## src/rtl/desc_cnt_array.sv

```systemverilog
// Per-queue descriptor credit counters with look-ahead ready mask and registered read-back.
// Define DESC_CNT_SAT_EN to saturate on overflow and expose ovf_err; otherwise counts wrap.
module desc_cnt_array #(
    parameter int unsigned NUM_Q            = 16,
    parameter int unsigned QID_WIDTH        = 4,
    parameter int unsigned DESC_CNT_WIDTH   = 16,
    parameter int unsigned DESC_AVAIL_WIDTH = 8,
    parameter int unsigned DEC_WIDTH        = 4,
    parameter int unsigned RDY_THRESH       = 1
) (
    input  logic                      user_clk,
    input  logic                      user_reset,
    input  logic                      inc_vld,
    input  logic [QID_WIDTH-1:0]      inc_qid,
    input  logic [DESC_AVAIL_WIDTH-1:0] inc_val,
    input  logic                      dec_vld,
    input  logic [QID_WIDTH-1:0]      dec_qid,
    input  logic [DEC_WIDTH-1:0]      dec_num,
    input  logic                      clr_vld,
    input  logic [QID_WIDTH-1:0]      clr_qid,
    input  logic                      clr_all,
    input  logic [QID_WIDTH-1:0]      rd_qid,
    output logic [DESC_CNT_WIDTH-1:0] rd_cnt,
    output logic [NUM_Q-1:0]          desc_rdy,
    output logic                      dec_err
`ifdef DESC_CNT_SAT_EN
    ,
    output logic                      ovf_err
`endif
);

    // Two extra bits: one for carry past the count width, one as sign for underflow.
    localparam int unsigned NextW = DESC_CNT_WIDTH + 2;
    localparam logic [DESC_CNT_WIDTH-1:0] Thresh = DESC_CNT_WIDTH'(RDY_THRESH);

    logic [NUM_Q-1:0][DESC_CNT_WIDTH-1:0] cnt_q;
    logic [NUM_Q-1:0][DESC_CNT_WIDTH-1:0] cnt_d;
    logic [NUM_Q-1:0]                     under_vec;
    logic [DESC_CNT_WIDTH-1:0]            rd_cnt_d;
`ifdef DESC_CNT_SAT_EN
    logic [NUM_Q-1:0]                     over_vec;
`endif

    for (genvar g = 0; g < NUM_Q; g++) begin : g_q
        logic             inc_hit;
        logic             dec_hit;
        logic             clr_hit;
        logic             neg;
        logic [NextW-1:0] sum;

        // IDs >= NUM_Q never match any g, so out-of-range strobes fall away here.
        assign inc_hit = inc_vld && (inc_qid == QID_WIDTH'(g));
        assign dec_hit = dec_vld && (dec_qid == QID_WIDTH'(g));
        assign clr_hit = clr_all || (clr_vld && (clr_qid == QID_WIDTH'(g)));

        assign sum = NextW'(cnt_q[g])
                   + (inc_hit ? NextW'(inc_val) : '0)
                   - (dec_hit ? NextW'(dec_num) : '0);
        assign neg = sum[NextW-1];
        assign under_vec[g] = !clr_hit && neg;

`ifdef DESC_CNT_SAT_EN
        logic ovf;
        assign ovf = !neg && sum[DESC_CNT_WIDTH];
        assign over_vec[g] = !clr_hit && ovf;
        assign cnt_d[g] = (clr_hit || neg) ? '0 :
                          ovf              ? '1 : sum[DESC_CNT_WIDTH-1:0];
`else
        logic unused_carry;
        assign unused_carry = sum[DESC_CNT_WIDTH];
        assign cnt_d[g] = (clr_hit || neg) ? '0 : sum[DESC_CNT_WIDTH-1:0];
`endif

        // Falling edge is look-ahead on dec/clr; a same-cycle increment is not credited.
        assign desc_rdy[g] = (cnt_q[g] >= Thresh)
                          && !(dec_hit && (NextW'(cnt_q[g]) < NextW'(Thresh) + NextW'(dec_num)))
                          && !clr_hit;
    end

    always_comb begin
        rd_cnt_d = '0;
        for (int q = 0; q < NUM_Q; q++) begin
            if (rd_qid == QID_WIDTH'(q)) begin
                rd_cnt_d = cnt_d[q];
            end
        end
    end

    always_ff @(posedge user_clk) begin
        if (user_reset) begin
            cnt_q   <= '0;
            rd_cnt  <= '0;
            dec_err <= 1'b0;
`ifdef DESC_CNT_SAT_EN
            ovf_err <= 1'b0;
`endif
        end else begin
            cnt_q   <= cnt_d;
            rd_cnt  <= rd_cnt_d;
            dec_err <= |under_vec;
`ifdef DESC_CNT_SAT_EN
            ovf_err <= |over_vec;
`endif
        end
    end

endmodule

```

## config.mk

```make
export PLATFORM = sky130hd
export DESIGN_NAME = desc_cnt_array
export DESIGN_NICKNAME = d
export VERILOG_FILES = /design/src/rtl/desc_cnt_array.sv
export SDC_FILE = /design/constraint.sdc
export NUM_CORES = 2
export LEC_CHECK = 0
export CORE_UTILIZATION = 50
export DETAILED_ROUTE_END_ITERATION = 6
export GPL_TIMING_DRIVEN = 0
export PLACE_DENSITY = 0.67
export SLEW_MARGIN = 20
export SYNTH_ARGS = -nofsm -noshare
export SYNTH_HDL_FRONTEND = slang
export SYNTH_SLANG_ARGS = --single-unit
```

## constraint.sdc

```tcl
create_clock -name user_clk -period 11.62 [get_ports user_clk]
set_input_delay 1.743 -clock user_clk [delete_from_list [all_inputs] [get_ports user_clk]]
set_output_delay 1.743 -clock user_clk [all_outputs]
set_load 0.005 [all_outputs]
```

==> flow_metrics.py <==
metrics = {
    "outcome": {
        "outcome": "completed",
    },
    "timing": {
        "finalSetupTns_ns": 0,
        "slew_headroom": 0.183,
        "slew_viol_final": 0,
        "fin_crit_ns": 8.71,
        "rsz0062_at_grt": "no",
        "clock_skew_ns": 0.0242,
        "tightestPinTransition_ns": 1.23,
        "max_freq_mhz": 115,
        "fin_crit_sh": 0.750,
        "hold_viol_final": 0,
        "finalSetupViolCount": 0,
    },
    "drt": {
        "routedWlPerCell_um": 23.1,
        "post-route-drc-count": 0,
        "vias": 27400,
        "drt_iter0_drc": 2566,
        "firstDrtPassIters": 5,
        "wl_um": 106000,
        "ant_nets": 0,
        "viasPerCell": 5.97,
    },
    "floorplan": {
        "core_area_mm2": 0.0564,
        "start_util": 0.506,
        "die_w_um": 241,
        "die_area_mm2": 0.0580,
        "row_count": 87,
        "ioPinCount": 67,
        "fp.dieH_um": 241,
    },
    "min_path": {
        "hp-class": "reg2reg",
        "whs_path_depth": 2,
    },
    "critical_path": {
        "path_delay_family": "buffers and inverters",
        "cp_cell_sequence": "clkdlybuf4s50_1 > clkbuf_1 > clkbuf_1 > and2_1 > ha_1 > inv_1 > ha_1 > a21oi_1 > o22ai_2 > o211ai_2 > a2111oi_4 > o21ai_1 > buf_2 > o221ai_1 > nor4_1 > o221ai_1 > nand3_1 > a2bb2oi_1",
        "path_class": "in2reg",
        "cp_slowest_cell": "clkdlybuf4s50_1",
        "end_kind": "register",
        "worstPathMaxFanout": 10,
        "startpoint_type": "input pin",
        "required_ns": 12.08,
        "slowest_delay_ns": 1.13,
        "arrival_ns": 9.17,
        "r2r_cells": 15,
        "path_buf_inv": 5,
        "crit_cells": 18,
    },
    "grt": {
        "grt-ovfl-total": 0,
        "antenna_found_initial": 4,
        "grt_pass1_wl_um": 155000,
        "grt_max_degree": 17,
        "track_usage": 0.362,
        "grt_pass1_vias": 25100,
    },
    "clock_network": {
        "post_cts_buffers": 0,
        "post_cts_resized": 0,
        "hold_buffers": 0,
        "cts_tree": "done",
        "numCtsBuffers": 38,
        "clockRootBuffer": "clkbuf_16",
        "clock_path_buffers": 3,
        "htreeDepth": 2,
        "clkSinkCount": 273,
        "clock_latency_ns": 0.59,
        "clk_pin_slew_worst_paths_ns": 0.06,
    },
    "synth": {
        "synthesis.area_mm2": 0.0285,
        "postSynthAreaPerCell_um2": 7.69,
        "synthCells": 3708,
        "ys_seq_area_frac": 0.192,
        "muxShareOfSynthArea": 0.00289,
        "synthArstFlopShare": 0,
        "synth_compound_area_frac": 0.208,
        "synth_fa_ha_area_frac": 0.249,
        "synth_top_family_by_area": "adder cells",
        "ys_warn_count": 0,
        "yosys.area_share.simple": 0.202,
        "synth_xor_area_frac": 0.0599,
        "synth.net_count": 4272,
        "yosysUniqueCellTypes": 108,
        "synth_ff_type": "dfxtp_1",
        "synth-seq-cells": 273,
        "synth_edf_count": 0,
    },
    "final_layout": {
        "final_layout_size_suffix_gt1_frac": 0.0412,
        "n_fill_cell": 5502,
        "diodes": 0,
        "fin_nets": 4370,
        "final_cell_mix": "582 x inv_1, 466 x ha_1, 422 x nor2_1",
        "multi_input_area_mm2": 0.0206,
        "layout_commonest_cell": "inv_1",
        "area_growth_pct": 10.4,
        "final-seq-area_mm2": 0.00547,
    },
    "place": {
        "place_congestion": 1.04,
        "hpwl_um": 84600,
        "io_buffers": 55,
    },
    "run": {
        "max-cap-violations": 0,
    },
}
[registers in the layout (all words and copies together), names as in the netlist]
register,cells
cnt_q,256
dec_err,1
rd_cnt,16
[Yosys cell counts, drive strengths merged, types with 36 or more instances]
cell type  instances  area share
dfxtp            273        0.19
nor3              71       0.013
fa                64       0.045
a31oi             38       0.011
a21oi            236       0.042
and3              45      0.0099
xnor2            111       0.034
a21o              55       0.015
o21a              44       0.012
o21ai            165       0.029
o21bai            36      0.0095
a211oi            40       0.011
nand2            243       0.032
xor2              84       0.026
nor2             423       0.056
ha               466        0.20
nand2b            71       0.016
and2              87       0.019
inv              582       0.077
nor2b             52       0.011
clkbuf            55      0.0072
[metrics by stage]
stage / std cells / area (µm²) / worst slack [ns] / utilization / hold slack [ns]
6_report: 4589 / 31500 / 2.91 / 0.558 / 0.637
5_1_grt: 4589 / 31500 / 3.19 / 0.558 / 0.664
4_1_cts: 4589 / 31500 / 3.29 / 0.558 / 0.637
3_5_place_dp: 4522 / 30100 / 2.70 / 0.534 / 0.624
3_3_place_gp: 4519 / 30000 / 2.14 / 0.532 / 0.625
2_1_floorplan: 3708 / 28500 / 5.91 / - / 0.592
[cell families (layout without fill, tap and decap cells)]
kind of cell / after synthesis / count (layout)
xor+xnor: 195 / 195
compound gates: 867 / 867
mux: 8 / 8
flops: 273 / 273
simple gates: 1180 / 1180
buf+inv: 655 / 780
fa+ha+maj: 530 / 530
[layer usage]
layer,vias to the layer above,GRT usage,wire (µm)
li1,12900,-,-
met1,13000,0.475,44100
met2,1211,0.556,44800
met3,288,0.0886,11000
met4,4,0.175,5900
met5,-,0,28
[final timing paths]
kind | startpoint | end | slack [ns]
min | cnt_q[240]$_SDFF_PP0_ | cnt_q[240]$_SDFF_PP0_ | 0.64
min reg2reg | cnt_q[240]$_SDFF_PP0_ | cnt_q[240]$_SDFF_PP0_ | 0.64
max reg2reg | cnt_q[33]$_SDFF_PP0_ | rd_cnt[6]$_SDFF_PP0_ | 6.07
max | dec_num[0] | rd_cnt[6]$_SDFF_PP0_ | 2.91
[final cells by class]
cell class                 instances  share of cell area
sequential                       273               0.174
clock inverter                    21              0.0106
buffer                            72             0.00914
clock buffer                      46              0.0327
multi-input combinational       2780               0.655
tap                              756              0.0300
timing repair buffer              58              0.0190
inverter                         583              0.0695
[worst reg2reg max path, stage by stage (launching register included)]
cell and delay, ns:
dfxtp_1 0.36, inv_1 0.08, fa_1 0.53, inv_1 0.07, ha_1 0.29, a21oi_1 0.30
o22ai_2 0.18, o211ai_2 0.28, a2111oi_4 0.13, o21ai_1 0.61, buf_2 0.39, o221ai_1 0.24
nor4_1 0.89, o221ai_1 0.65, nand3_1 0.31, a2bb2oi_1 0.11
Power is left out: the tool's default activity adds up to more than one toggle a clock period on the data nets, which glitch-free logic cannot reach.
